==> src/rtl/ram_sched_pkg.sv <==
// Shared types and helpers for the maze-level RAM scheduler.
package ram_sched_pkg;

  typedef enum logic [1:0] {
    IDLE  = 2'd0,
    CLEAR = 2'd1,
    SERVE = 2'd2
  } state_t;

  localparam logic [0:0] REQ_CGR = 1'b0;
  localparam logic [0:0] REQ_SQG = 1'b1;

  function automatic int unsigned depth_of(input int unsigned aw);
    return 32'd1 << aw;
  endfunction

endpackage

==> src/rtl/rr_arb2.sv <==
// Two-way round-robin arbiter; on a tie the requester not granted last wins.
module rr_arb2
  import ram_sched_pkg::*;
(
  input  logic       CLK,
  input  logic       RST,
  input  logic [1:0] req,
  output logic [1:0] gnt
);

  logic last_q;

  always_comb begin
    gnt = 2'b00;
    if (req[REQ_CGR] && (!req[REQ_SQG] || (last_q == REQ_SQG))) begin
      gnt[REQ_CGR] = 1'b1;
    end else if (req[REQ_SQG]) begin
      gnt[REQ_SQG] = 1'b1;
    end
  end

  // Reset to "sqg last" so cgr wins the first tie.
  always_ff @(posedge CLK) begin
    if (RST) begin
      last_q <= REQ_SQG;
    end else if (|gnt) begin
      last_q <= gnt[REQ_SQG];
    end
  end

endmodule

==> src/rtl/ram_sched.sv <==
// Maze-level RAM scheduler: clear sweep, round-robin write port, backtrace reads.
// Optional write-to-read bypass enabled by defining RAM_SCHED_FWD_EN.
module ram_sched
  import ram_sched_pkg::*;
#(
  parameter int unsigned ADDR_LEN = 6,
  parameter int unsigned DATA_LEN = 8
) (
  input  logic                CLK,
  input  logic                RST,
  input  logic                start_clr,
  output logic                clr_busy,
  output logic                clr_done,
  input  logic                cgr_req,
  input  logic [ADDR_LEN:0]   cgr_addr,
  input  logic [DATA_LEN-1:0] cgr_data,
  output logic                cgr_gnt,
  input  logic                sqg_req,
  input  logic [ADDR_LEN:0]   sqg_addr,
  input  logic [DATA_LEN-1:0] sqg_data,
  output logic                sqg_gnt,
  input  logic                bc_req,
  input  logic [ADDR_LEN:0]   bc_addr,
  output logic                bc_gnt,
  output logic                bc_rd_valid,
  output logic [DATA_LEN-1:0] bc_rd_data,
  output logic                ram_wr_en,
  output logic [ADDR_LEN:0]   ram_wr_addr,
  output logic [DATA_LEN-1:0] ram_wr_data,
  output logic [ADDR_LEN:0]   ram_rd_addr,
  input  logic [DATA_LEN-1:0] ram_rd_data
);

  localparam int unsigned AW    = ADDR_LEN + 1;
  localparam int unsigned DEPTH = depth_of(AW);
  localparam int unsigned CW    = AW + 1;

  state_t              state_q, state_d;
  logic [CW-1:0]       cnt_q, cnt_d;
  logic                clr_last;
  logic [1:0]          arb_req, arb_gnt;
  logic                busy_d, done_d, wr_en_d, rd_valid_d;
  logic [ADDR_LEN:0]   wr_addr_d, rd_addr_d;
  logic [DATA_LEN-1:0] wr_data_d;

  assign clr_last = (cnt_q == CW'(DEPTH - 1));

  // State and sweep counter.
  always_ff @(posedge CLK) begin
    if (RST) begin
      state_q <= IDLE;
      cnt_q   <= '0;
    end else begin
      state_q <= state_d;
      cnt_q   <= cnt_d;
    end
  end

  always_comb begin
    state_d = state_q;
    unique case (state_q)
      IDLE:    if (start_clr) state_d = CLEAR;
      CLEAR:   if (clr_last)  state_d = SERVE;
      SERVE:   if (start_clr) state_d = CLEAR;
      default: state_d = IDLE;
    endcase
  end

  // Writers only compete in SERVE, and not in the cycle a new sweep is launched.
  always_comb begin
    arb_req          = 2'b00;
    arb_req[REQ_CGR] = (state_q == SERVE) && !start_clr && cgr_req;
    arb_req[REQ_SQG] = (state_q == SERVE) && !start_clr && sqg_req;
  end

  rr_arb2 u_arb (
    .CLK (CLK),
    .RST (RST),
    .req (arb_req),
    .gnt (arb_gnt)
  );

  // Grants and next values of the registered outputs; clear writes are
  // pre-computed so ram_wr_* line up with clr_busy.
  always_comb begin
    cnt_d      = '0;
    busy_d     = 1'b0;
    done_d     = 1'b0;
    wr_en_d    = 1'b0;
    wr_addr_d  = ram_wr_addr;
    wr_data_d  = ram_wr_data;
    rd_addr_d  = ram_rd_addr;
    rd_valid_d = 1'b0;
    cgr_gnt    = 1'b0;
    sqg_gnt    = 1'b0;
    bc_gnt     = 1'b0;
    unique case (state_q)
      IDLE: begin
        if (start_clr) begin
          busy_d    = 1'b1;
          wr_en_d   = 1'b1;
          wr_addr_d = '0;
          wr_data_d = '0;
        end
      end
      CLEAR: begin
        if (clr_last) begin
          done_d = 1'b1;
        end else begin
          cnt_d     = cnt_q + CW'(1);
          busy_d    = 1'b1;
          wr_en_d   = 1'b1;
          wr_addr_d = cnt_d[AW-1:0];
          wr_data_d = '0;
        end
      end
      SERVE: begin
        bc_gnt     = bc_req;
        rd_valid_d = bc_req;
        if (bc_req) rd_addr_d = bc_addr;
        if (start_clr) begin
          busy_d    = 1'b1;
          wr_en_d   = 1'b1;
          wr_addr_d = '0;
          wr_data_d = '0;
        end else begin
          cgr_gnt = arb_gnt[REQ_CGR];
          sqg_gnt = arb_gnt[REQ_SQG];
          if (arb_gnt[REQ_CGR]) begin
            wr_en_d   = 1'b1;
            wr_addr_d = cgr_addr;
            wr_data_d = cgr_data;
          end else if (arb_gnt[REQ_SQG]) begin
            wr_en_d   = 1'b1;
            wr_addr_d = sqg_addr;
            wr_data_d = sqg_data;
          end
        end
      end
      default: ;
    endcase
  end

  always_ff @(posedge CLK) begin
    if (RST) begin
      clr_busy    <= 1'b0;
      clr_done    <= 1'b0;
      ram_wr_en   <= 1'b0;
      ram_wr_addr <= '0;
      ram_wr_data <= '0;
      ram_rd_addr <= '0;
      bc_rd_valid <= 1'b0;
    end else begin
      clr_busy    <= busy_d;
      clr_done    <= done_d;
      ram_wr_en   <= wr_en_d;
      ram_wr_addr <= wr_addr_d;
      ram_wr_data <= wr_data_d;
      ram_rd_addr <= rd_addr_d;
      bc_rd_valid <= rd_valid_d;
    end
  end

  // RAM read is asynchronous, so data is passed through in the valid cycle.
  always_comb begin
    bc_rd_data = '0;
    if (bc_rd_valid) begin
`ifdef RAM_SCHED_FWD_EN
      bc_rd_data = (ram_wr_en && (ram_wr_addr == ram_rd_addr)) ? ram_wr_data : ram_rd_data;
`else
      bc_rd_data = ram_rd_data;
`endif
    end
  end

endmodule

==> config.mk <==
export PLATFORM = sky130hd
export DESIGN_NAME = ram_sched
export DESIGN_NICKNAME = d
export VERILOG_FILES = /design/src/rtl/ram_sched_pkg.sv /design/src/rtl/rr_arb2.sv /design/src/rtl/ram_sched.sv
export SDC_FILE = /design/constraint.sdc
export NUM_CORES = 1
export LEC_CHECK = 0
export CORE_ASPECT_RATIO = 0.9
export CORE_MARGIN = 2
export CORE_UTILIZATION = 37
export CTS_CLUSTER_DIAMETER = 80
export DETAILED_ROUTE_END_ITERATION = 16
export HOLD_SLACK_MARGIN = 0.1
export PLACE_DENSITY = 0.76
export SLEW_MARGIN = 10
export SYNTH_ARGS = -nofsm -noshare
export SYNTH_HDL_FRONTEND = slang
export SYNTH_HIERARCHICAL = 1
export SYNTH_SLANG_ARGS = --single-unit
==> constraint.sdc <==
create_clock -name CLK -period 2.8 [get_ports CLK]
set_clock_uncertainty 0.2 [all_clocks]
set_input_delay 0.56 -clock CLK [delete_from_list [all_inputs] [get_ports CLK]]
set_output_delay 0.56 -clock CLK [all_outputs]
set_load 0.01 [all_outputs]
Yosys cells after proc, flatten, opt, wreduce, memory -nomap -nowiden
Cells that the tools add are included.

cells by class
  reduce and logical (&&, ||, !) cells = 16
  bitwise gates (word level) = 1
  equal/unequal tests = 8
  add/subtract/negate cells = 1
  multiplexer cells = 32

operators with widths
  cell                 number
  $mux 8               6
  $mux 7               5
  $pmux 8 s3           1
  $pmux 7 s3           1
  $mux 1               14
  $add 8x1->8 const B  1
  $eq 8x7->1 const B   1
  $ne 2x2->1 const B   3
  $reduce_or 2->1      3
  $logic_and 1x1->1    4
  $mux 2               2
  $ne 4x4->1 const B   1
  $pmux 2 s2           1
  $reduce_and 2->1     2
  $reduce_and 4->1     1
  $pmux 1 s3           1
  $reduce_bool 3->1    1
  $reduce_or 3->1      1
  $eq 2x1->1 const B   1
  $eq 2x2->1 const B   1
  $logic_not 1->1      2
  $logic_not 2->1      1
  $ne 2x1->1 const B   1
  $pmux 1 s2           1
  2 further kinds      2

word-level totals
  input port bits = 51
  register bits = 37

Depth between registers and ports, before layout
Gate-level depths: netlist of run 1.

  word-level depth = 11
  gate-level depth with buffers = 12
  mapped depth without buffers = 10

By module
Netlist of run 1, hierarchy kept.

modules (own cells, without submodules)
  module     seq. area each (um^2)  cells each  area each (um^2)  instances
  ram_sched  720.7                  215         1,861.8           1
  rr_arb2    20.0                   7           55.1              1

Worst setup path after synthesis of run 1
OpenSTA, ideal clock, no wires.

  path type = reg-to-reg
  start = register state_q[0]
  end = register ram_wr_addr[5]
  setup slack = -0.014 ns
  stages on the path, launching flop included = 13
  arrival = 2.479 ns
  data required time = 2.465 ns
  path buffers = 3
  path through = dfxtp_1 inv_1 ha_1 nor2b_2 clkbuf_1 and2_1 a21boi_0 buf_4 nor2_1 a221o_1 clkbuf_1 o21ai_0 o221ai_1

between the ends
  elaborated cells between the ends (all ways) = 20
  those cells by class = eq/ne: 5; mux: 6; reduce/logical: 9

RTL lines
  what                                RTL line          text
  start, declared                     ram_sched.sv:38   state_t state_q, state_d;
  start signal, assigned              ram_sched.sv:54   state_q <= state_d;
  $eq 2x2->1 (*)                      ram_sched.sv:72   arb_req[REQ_CGR] = (state_q == SERVE) && !start_clr && cgr_req;
  $logic_and 1x1->1 (*) (2 in a row)  ram_sched.sv:72
  via arb_req[0]                      ram_sched.sv:41   logic [1:0] arb_req, arb_gnt;
  $logic_and 1x1->1 (*)               rr_arb2.sv:15     if (req[REQ_CGR] && (!req[REQ_SQG] || (last_q == REQ_SQG))) begin
  $mux 1 (*)                          rr_arb2.sv:15
  via arb_gnt[0]                      ram_sched.sv:41
  $mux 7                              ram_sched.sv:129  if (arb_gnt[REQ_CGR]) begin
  $mux 7                              ram_sched.sv:121  if (start_clr) begin
  $pmux 7 s3                          ram_sched.sv:97   unique case (state_q)
  end signal, assigned                ram_sched.sv:157  ram_wr_addr <= wr_addr_d;
  end, declared                       ram_sched.sv:28   output logic [ADDR_LEN:0] ram_wr_addr,

The timed path passes the listed nets; every way through them passes the cells marked *.
A chain may end at the register's enable or synchronous reset.

Worst setup path in the final report of run 1
  start = register state_q[1]
  end = output sqg_gnt

between the ends
  elaborated cells between the ends (all ways) = 11
  those cells by class = eq/ne: 1; mux: 4; reduce/logical: 6

RTL lines
  what                            RTL line          text
  $eq 2x2->1                      ram_sched.sv:72
  $logic_and 1x1->1 (2 in a row)  ram_sched.sv:72
  via arb_req[0]                  ram_sched.sv:41
  $logic_and 1x1->1               rr_arb2.sv:15
  $mux 1                          rr_arb2.sv:15
  via arb_gnt[1]                  ram_sched.sv:41
  $mux 1                          ram_sched.sv:121
  $mux 1                          ram_sched.sv:97
  end, declared                   ram_sched.sv:21   output logic sqg_gnt,

The timed path passes the listed nets, and every way through them passes these cells.

==> summary.md, run 1 <==
| Metric | Value |
|---|---|
| GRT Util Overall | 0.195 |
| Final hold violations | 0 |
| Final period utilization | 0.959 |
| HPWL Detailed | approximately 4100 um |
| Grt total ovfl | 0 |
| Crit Path Class | reg -> out |
| Min-Delay Path Class | reg -> reg |
| Clock latency on the worst-skew pair | around 0.29 ns |
| DIE HEIGHT | roughly 72 um |
| Setup TNS | 0 ns |
| I/O pins | 88 |
| Share of the yosys chip area belonging to registers | 0.386 |
| Synth area leaders | dfxtp_1, a21oi_1, o21ai_0, mux2_2, ha_1 |
| DR vias | approximately 1900 |
| Setup bufs post-CTS | 0 |
| Max-cap check violation count | 0 |
| Logic pwr share | 0.193 |
| Core Region | ~5000 sq um |
| CTS tree | yes |
| DRT antenna net count | 0 |
| Area growth, synth to finish | 60.2% |
| Sequential Power Share | 0.404 |
| Root Driver | clkbuf_8 |
| Pwr Density | around 450 nW/um^2 |
| Ys flop type | dfxtp_1 |
| Seq cells post-synth | 37 |
| Pre-antenna DRT Iters | 4 |
| Vias in the first global route | 1895 |
| Initial Util | 0.389 |
| Switching Share | 0.235 |
| Post-Syn Nets | 280 |
| Initial antenna violation count | 0 |
| Number of synthesized flops with an enable pin | 0 |
| Drt initial violations | between 90 and 100 |
| Worst-Margin Slew | ~0.77 ns |
| Share of cells above drive strength 1 | 0.134 |
| Switching pwr | around 0.32 mW |
| Port bufs | 87 |
| Fin cells | around 390 |
| Most common cell in the netlist | dfxtp_1 |
| CTS Buf Count | 5 |
| Slew Limit Fails | 0 |
| Critical Path RT | around 2 ns |
| Post-Place Cells | 379 |
| Synth area leader | dfxtp_1 |
| Final Net Count | between 300 and 400 |
| DRC viols | 0 |
| Max Clk Rate | 0.373 GHz |
| Rows | 24 |
| Maximum buffer depth of the clock tree | 2 |
| First-pass GRT wire length | about 9000 um |
| H-tree depth | 2 |
| Worst-path clk slew | 0.08 ns |
| Status | complete, no violations |
| Mapped Area | roughly 1900 sq um |
| Synth top area share | 0.386 |
| Crit start category | register |
| Ant. Diodes | 0 |
| RR Endpoint | ram_wr_data[4] |
| Flop-to-flop setup slack | approximately 0.34 ns |
| Synth unique cells | a little over 40 |
| Maximum vdd drop | roughly 0.37 mV |
| Post-synth top cells | dfxtp_1, a21oi_1, nand2_1 |
| CTS sink count | 37 |
| Final Wtd Congestion | between 0.8 and 0.9 |
| Crit Reg-Reg Startpoint | state_q[1] |
| Die W | roughly 80 um |
| Final setup fails | 0 |
| Die ar. | 5770 sq um |
| Post-Syn Instances | 222 |
| Post-DR vias/cell | ~5.0 |
| Final min period | between 2 and 3 ns |
| Max_slew headroom | 0.485 |
| Share of synthesized registers carrying an async set or reset | 0 |
| Synth warnings | 6 |
| Routed length per instance | 14.1 um |
| Setup crit end kind | output port |
| CTS Hold Bufs | 0 |
| Power Internal | around 1.0 mW |
| Syn Area/Cell | around 8.6 sq um |
| Final WL | 5470 um |
| CP startpoint | state_q[1] |
| R2R depth | 11 |
| Largest net degree at the start of global routing | 18 |
| Unrepaired setup endpoints after global routing | no |
| Critical path arrival | approximately 1.9 ns |
| Layout fillers | between 400 and 500 |
| Worst Path Max Fanout | 4 |
| Lkg Pwr | around 1.1 nW |
| Worst Setup EP | sqg_gnt |
| Clock share of power | 0.404 |
logic make-up (layout without fill, tap and decap cells):
kind of cell	count (synthesis)	in the layout	share of synthesized area
AND/OR/NAND/NOR	87	87	0.255
AO/OA/AOI/OAI	52	52	0.159
flip-flops	37	37	0.386
buffers and inverters	18	118	0.0431
multiplexers	15	15	0.0836
adder cells (fa/ha/maj)	7	7	0.0457
XOR/XNOR	6	6	0.0274
metrics by stage:
stage	power, mW	cell area [sq um]	setup slack [ns]	hold slack (ns)	util
after floorplan	0.677	1920	0.0617	0.230	-
after global placement	0.819	2930	-0.0956	0.242	0.596
after detailed placement	0.826	2930	-0.139	0.246	0.596
after CTS	1.38	3070	0.0481	0.258	0.623
after global routing	1.43	3070	0.0243	0.294	0.624
final	1.37	3070	0.116	0.257	0.624
routing by layer:
metal | vias to the layer above | share of wire | global-route usage
met5 | - | 0 | 0
met4 | 0 | 0.016 | 0.0678
met3 | 9 | 0.071 | 0.0460
met2 | 59 | 0.48 | 0.327
met1 | 894 | 0.43 | 0.249
li1 | 976 | - | -
power by group through the flow:
| stage | clock network (mW) | logic [mW] | registers [mW] |
|---|---|---|---|
| detailed placement | 0 | 0.261 | 0.564 |
| finish | 0.552 | 0.263 | 0.552 |
| global placement | 0 | 0.256 | 0.564 |
| floorplan | 0 | 0.107 | 0.571 |
| CTS | 0.562 | 0.263 | 0.552 |
| global route | 0.587 | 0.287 | 0.555 |
cell type report:
class,instances,area (sq um),area share
clock buffers,5,68.8,0.0224
well taps,65,81.3,0.0265
flip-flops and latches,37,741,0.241
repair buffers,102,983,0.320
inverters,8,30.0,0.00978
clock inverters,3,65.1,0.0212
multi-input cells,167,1100,0.359
state kept, by name (all words and copies together) (netlist names):
name and cells:
bc_rd_valid 1, clr_busy 1, clr_done 1, ram_rd_addr 7
ram_wr_addr 7, state_q 2, ram_wr_data 8, cnt_q 8
ram_wr_en 1, u_arb/last_q 1
worst min-delay path by stage:
stage                              start              to  slack [ns]  cells past startpoint
after global routing      ram_rd_addr[5]  ram_rd_addr[5]        0.29                      2
after floorplan                 cnt_q[0]        cnt_q[0]        0.23                      1
after global placement    ram_rd_addr[4]  ram_rd_addr[4]        0.24                      2
after CTS                 ram_rd_addr[6]  ram_rd_addr[6]        0.26                      2
after detailed placement  ram_rd_addr[6]  ram_rd_addr[6]        0.25                      2
final                     ram_rd_addr[2]  ram_rd_addr[2]        0.26                      2
cell usage in the layout (no fill, tap or decap), types with 2 or more instances in the layout:
| cell type | instances |
|---|---|
| clkdlybuf4s50_1 | 84 |
| dfxtp_1 | 37 |
| nand2_1 | 20 |
| a21oi_1 | 20 |
| o21ai_0 | 19 |
| nor2_1 | 15 |
| buf_4 | 15 |
| and2_1 | 11 |
| nor3_1 | 8 |
| mux2_2 | 8 |
| nand4_1 | 8 |
| inv_1 | 7 |
| mux2i_1 | 7 |
| ha_1 | 7 |
| xnor2_1 | 6 |
| nor2b_1 | 6 |
| nand3_1 | 5 |
| clkbuf_8 | 5 |
| or3_1 | 3 |
| o22ai_1 | 3 |
| and2_4 | 2 |
| o221ai_1 | 2 |
| bufinv_16 | 2 |
| dlygate4sd2_1 | 2 |
timing repair:
action / CTS / global route
cloned: 0 / 0
resized for setup: 3 / 2
endpoints found under the setup margin: 2 / 1
worst max-delay path, stage by stage (launching register included):
cell and delay [ns]:
dfxtp_1 0.40, ha_1 0.19, nor2b_2 0.23, and2_4 0.18, nand2_1 0.06, and2_1 0.17
and2_1 0.13, dlygate4sd2_1 0.27
(Power assumes the default switching activity.)
==> run 2, diff against run 1 <==
--- a/config.mk
+++ b/config.mk
@@ -5,13 +5,15 @@
 export SDC_FILE = /design/constraint.sdc
 export NUM_CORES = 1
 export LEC_CHECK = 0
-export CORE_ASPECT_RATIO = 0.9
+export CELL_PAD_IN_SITES_DETAIL_PLACEMENT = 0
+export CELL_PAD_IN_SITES_GLOBAL_PLACEMENT = 1
 export CORE_MARGIN = 2
-export CORE_UTILIZATION = 37
+export CORE_UTILIZATION = 26
 export CTS_CLUSTER_DIAMETER = 80
 export DETAILED_ROUTE_END_ITERATION = 16
 export HOLD_SLACK_MARGIN = 0.1
-export PLACE_DENSITY = 0.76
+export PLACE_DENSITY_LB_ADDON = 0.1
+export REMOVE_ABC_BUFFERS = 1
 export SLEW_MARGIN = 10
 export SYNTH_ARGS = -nofsm -noshare
 export SYNTH_HDL_FRONTEND = slang
==> run 2 against run 1 <==
  * First-iteration DRC count decreased by 41%
  * Fmax decreased by 0.30%
  * Die area increased by 40%
  * Critical endpoint is now cgr_gnt
  * Non-clock buffer count increased by 6
  * Critical path depth unchanged
  * Flip-flop and latch count unchanged
  * Count of clock-buffer cells in the layout increased by 2
  * Total power decreased by 9.3%
  * Register-to-register slack got worse by 0.03 ns
  * Sequential share of layout area decreased by 0.41 points
  * Cell count increased by 10%
  * Hold slack got worse by 0.0038 ns
==> summary.md, run 2 (synthesis gave the netlist of run 1 again) <==
| Metric | Value |
|---|---|
| Status | complete, no violations |
| Pre-antenna DRT Iters | 4 (unchanged) |
| CTS tree | yes |
| Port bufs | 87 (unchanged) |
| Placed Area | 3010 sq um (+2.5%) |
| Flop-to-flop setup slack | 0.31 ns (-0.03 ns) |
| Clock share of power | 0.338 (-0.066) |
| Maximum vdd drop | 0.164 mV (-56%) |
| Clock latency on the worst-skew pair | 0.29 ns (about the same) |
| First-pass GRT wire length | 9430 um (+6.8%) |
| Power Internal | 0.920 mW (-12%) |
| Slew Limit Fails | 0 (unchanged) |
| Worst-path clk slew | 0.07 ns (about the same) |
| Switching pwr | 0.320 mW (-0.53%) |
| Most common cell after layout, fill and taps aside | clkdlybuf4s50_1 |
| Max Clk Rate | 0.371 GHz (-0.30%) |
| Crit-path most repeated cell | buf_4 |
| Grt total ovfl | 0 (unchanged) |
| Rows | 31 (+29%) |
| DRT antenna net count | 0 (unchanged) |
| Worst hold margin | 0.254 ns (-0.00385 ns) |
| Worst-Margin Slew | 0.603 ns (-0.164 ns) |
| Final setup fails | 0 (unchanged) |
| Share of cells above drive strength 1 | 0.146 (+0.0128) |
| I/O pins | 88 (unchanged) |
| HPWL Detailed | 4260 um (+2.7%) |
| Area growth, synth to finish | 63.0% |
| DR vias | 1905 (-1.7%) |
| Logic pwr share | 0.216 (+0.023) |
| DIE HEIGHT | 89.9 um (+24%) |
| Final WL | 5590 um (+2.1%) |
| Switching Share | 0.258 (+0.0228) |
| Final min period | 2.69 ns (+0.00808 ns) |
| Total power draw | 1.24 mW (-9.3%) |
| H-tree depth | 2 (unchanged) |
| Crit start category | input pin |
| Top flop regs | cnt_q x8, ram_wr_data x8 |
| Root Driver | clkbuf_8 |
| Final hold violations | 0 (unchanged) |
| CP Cell Sequence | clkdlybuf4s50_1, nor2b_2, buf_4, buf_4, buf_4, and2_1, clkdlybuf4s15_1 |
| CTS sink count | 37 (unchanged) |
| CTS Buf Count | 5 (unchanged) |
| Die W | 89.9 um (+13%) |
| Critical Path RT | 2.04 ns (about the same) |
| Max_slew headroom | 0.597 (+0.112) |
| Crit Path Class | in -> out |
| Routed length per instance | 13.1 um (-7.4%) |
| Ant. Diodes | 0 (unchanged) |
| Initial antenna violation count | 0 (unchanged) |
| CTS Hold Bufs | 0 (unchanged) |
| Lkg Pwr | 1.10 nW (about the same) |
| Final instance area | 3120 sq um (+1.7%) |
| Unrepaired setup endpoints after global routing | no |
| Critical path arrival | 1.93 ns (about the same) |
| Die ar. | 8080 sq um (+40%) |
| Post-DR vias/cell | 4.46 (-11%) |
| Largest net degree at the start of global routing | 16 (-2) |
| Max-cap check violation count | 0 (unchanged) |
| Pwr Density | 397 nW/um^2 (-11%) |
| CP max-delay cell | clkdlybuf4s50_1 |
| Core Region | 7210 sq um (+46%) |
| Setup TNS | 0 ns (unchanged) |
| Setup crit end kind | output port |
| Initial Util | 0.266 (-0.124) |
| Fin cells | 427 (+10%) |
| Final WS setup | 0.108 ns (-0.00808 ns) |
| Sequential Power Share | 0.445 (+0.041) |
| Vias in the first global route | 1870 (-1.3%) |
| Dpl ws | -0.146 ns (-0.00722 ns) |
| Final period utilization | 0.961 (+0.00288) |
| Worst Path Max Fanout | 9 (+5) |
| Layout fillers | 745 (+68%) |
| Post-Place Cells | 417 (+10%) |
| Commonest non-fill, non-tap cells in the layout | clkdlybuf4s50_1, dfxtp_1, buf_4 |
| Final Net Count | 385 (+1.6%) |
| DRC viols | 0 (unchanged) |
| Maximum buffer depth of the clock tree | 2 (unchanged) |
| GRT Util Overall | 0.144 (-0.0515) |
| Final Util | 0.433 (-0.191) |
| Slowest stage delay, CP | 0.50 ns (+0.10 ns) |
| Drt initial violations | 58 (-41%) |
| Min-Delay Path Class | reg -> reg |
| Final Wtd Congestion | 0.729 (-13%) |
## run 2: what timing repair did
action                     in CTS  in global routing
setup endpoints to repair       2                  2
setup buffers                   2                  0
pin swaps                       0                  0
resized for setup               2                  3
## run 2: layout make-up
cell class	count	area (sq um)	share of cell area
clock inverter	1	5.00	0.00160
timing repair buffer	108	1030	0.329
inverter	8	30.0	0.00961
sequential	37	741	0.237
multi-input combinational	167	1100	0.352
tap	99	124	0.0396
clock buffer	7	96.3	0.0308
## run 2: worst max-delay path, delay by kind of cell
kind	cells	cell delay [ns]
and+or+nand+nor	2	0.21
buffers and inverters	5	1.14
## run 2: power groups by stage
stage                     Clock (mW)  Sequential, mW  Combinational (mW)
after floorplan                    0           0.571              0.0978
after CTS                      0.436           0.552               0.271
after global routing           0.457           0.555               0.295
after global placement             0           0.565               0.269
final                          0.419           0.552               0.268
after detailed placement           0           0.564               0.267
## run 2: worst paths after layout
path,start,end,depth (start not counted)
worst max register to register,state_q[0],ram_wr_addr[5],11
worst max-delay path,start_clr,cgr_gnt,7
worst min-delay path,ram_rd_addr[1],ram_rd_addr[1],2
worst min register to register,ram_rd_addr[1],ram_rd_addr[1],2
## run 2: routing by layer
metal / track usage / wire length (um)
met2: 0.239 / 2530
met5: 0 / 0
met4: 0.0385 / 70
met3: 0.0478 / 400
met1: 0.180 / 2590
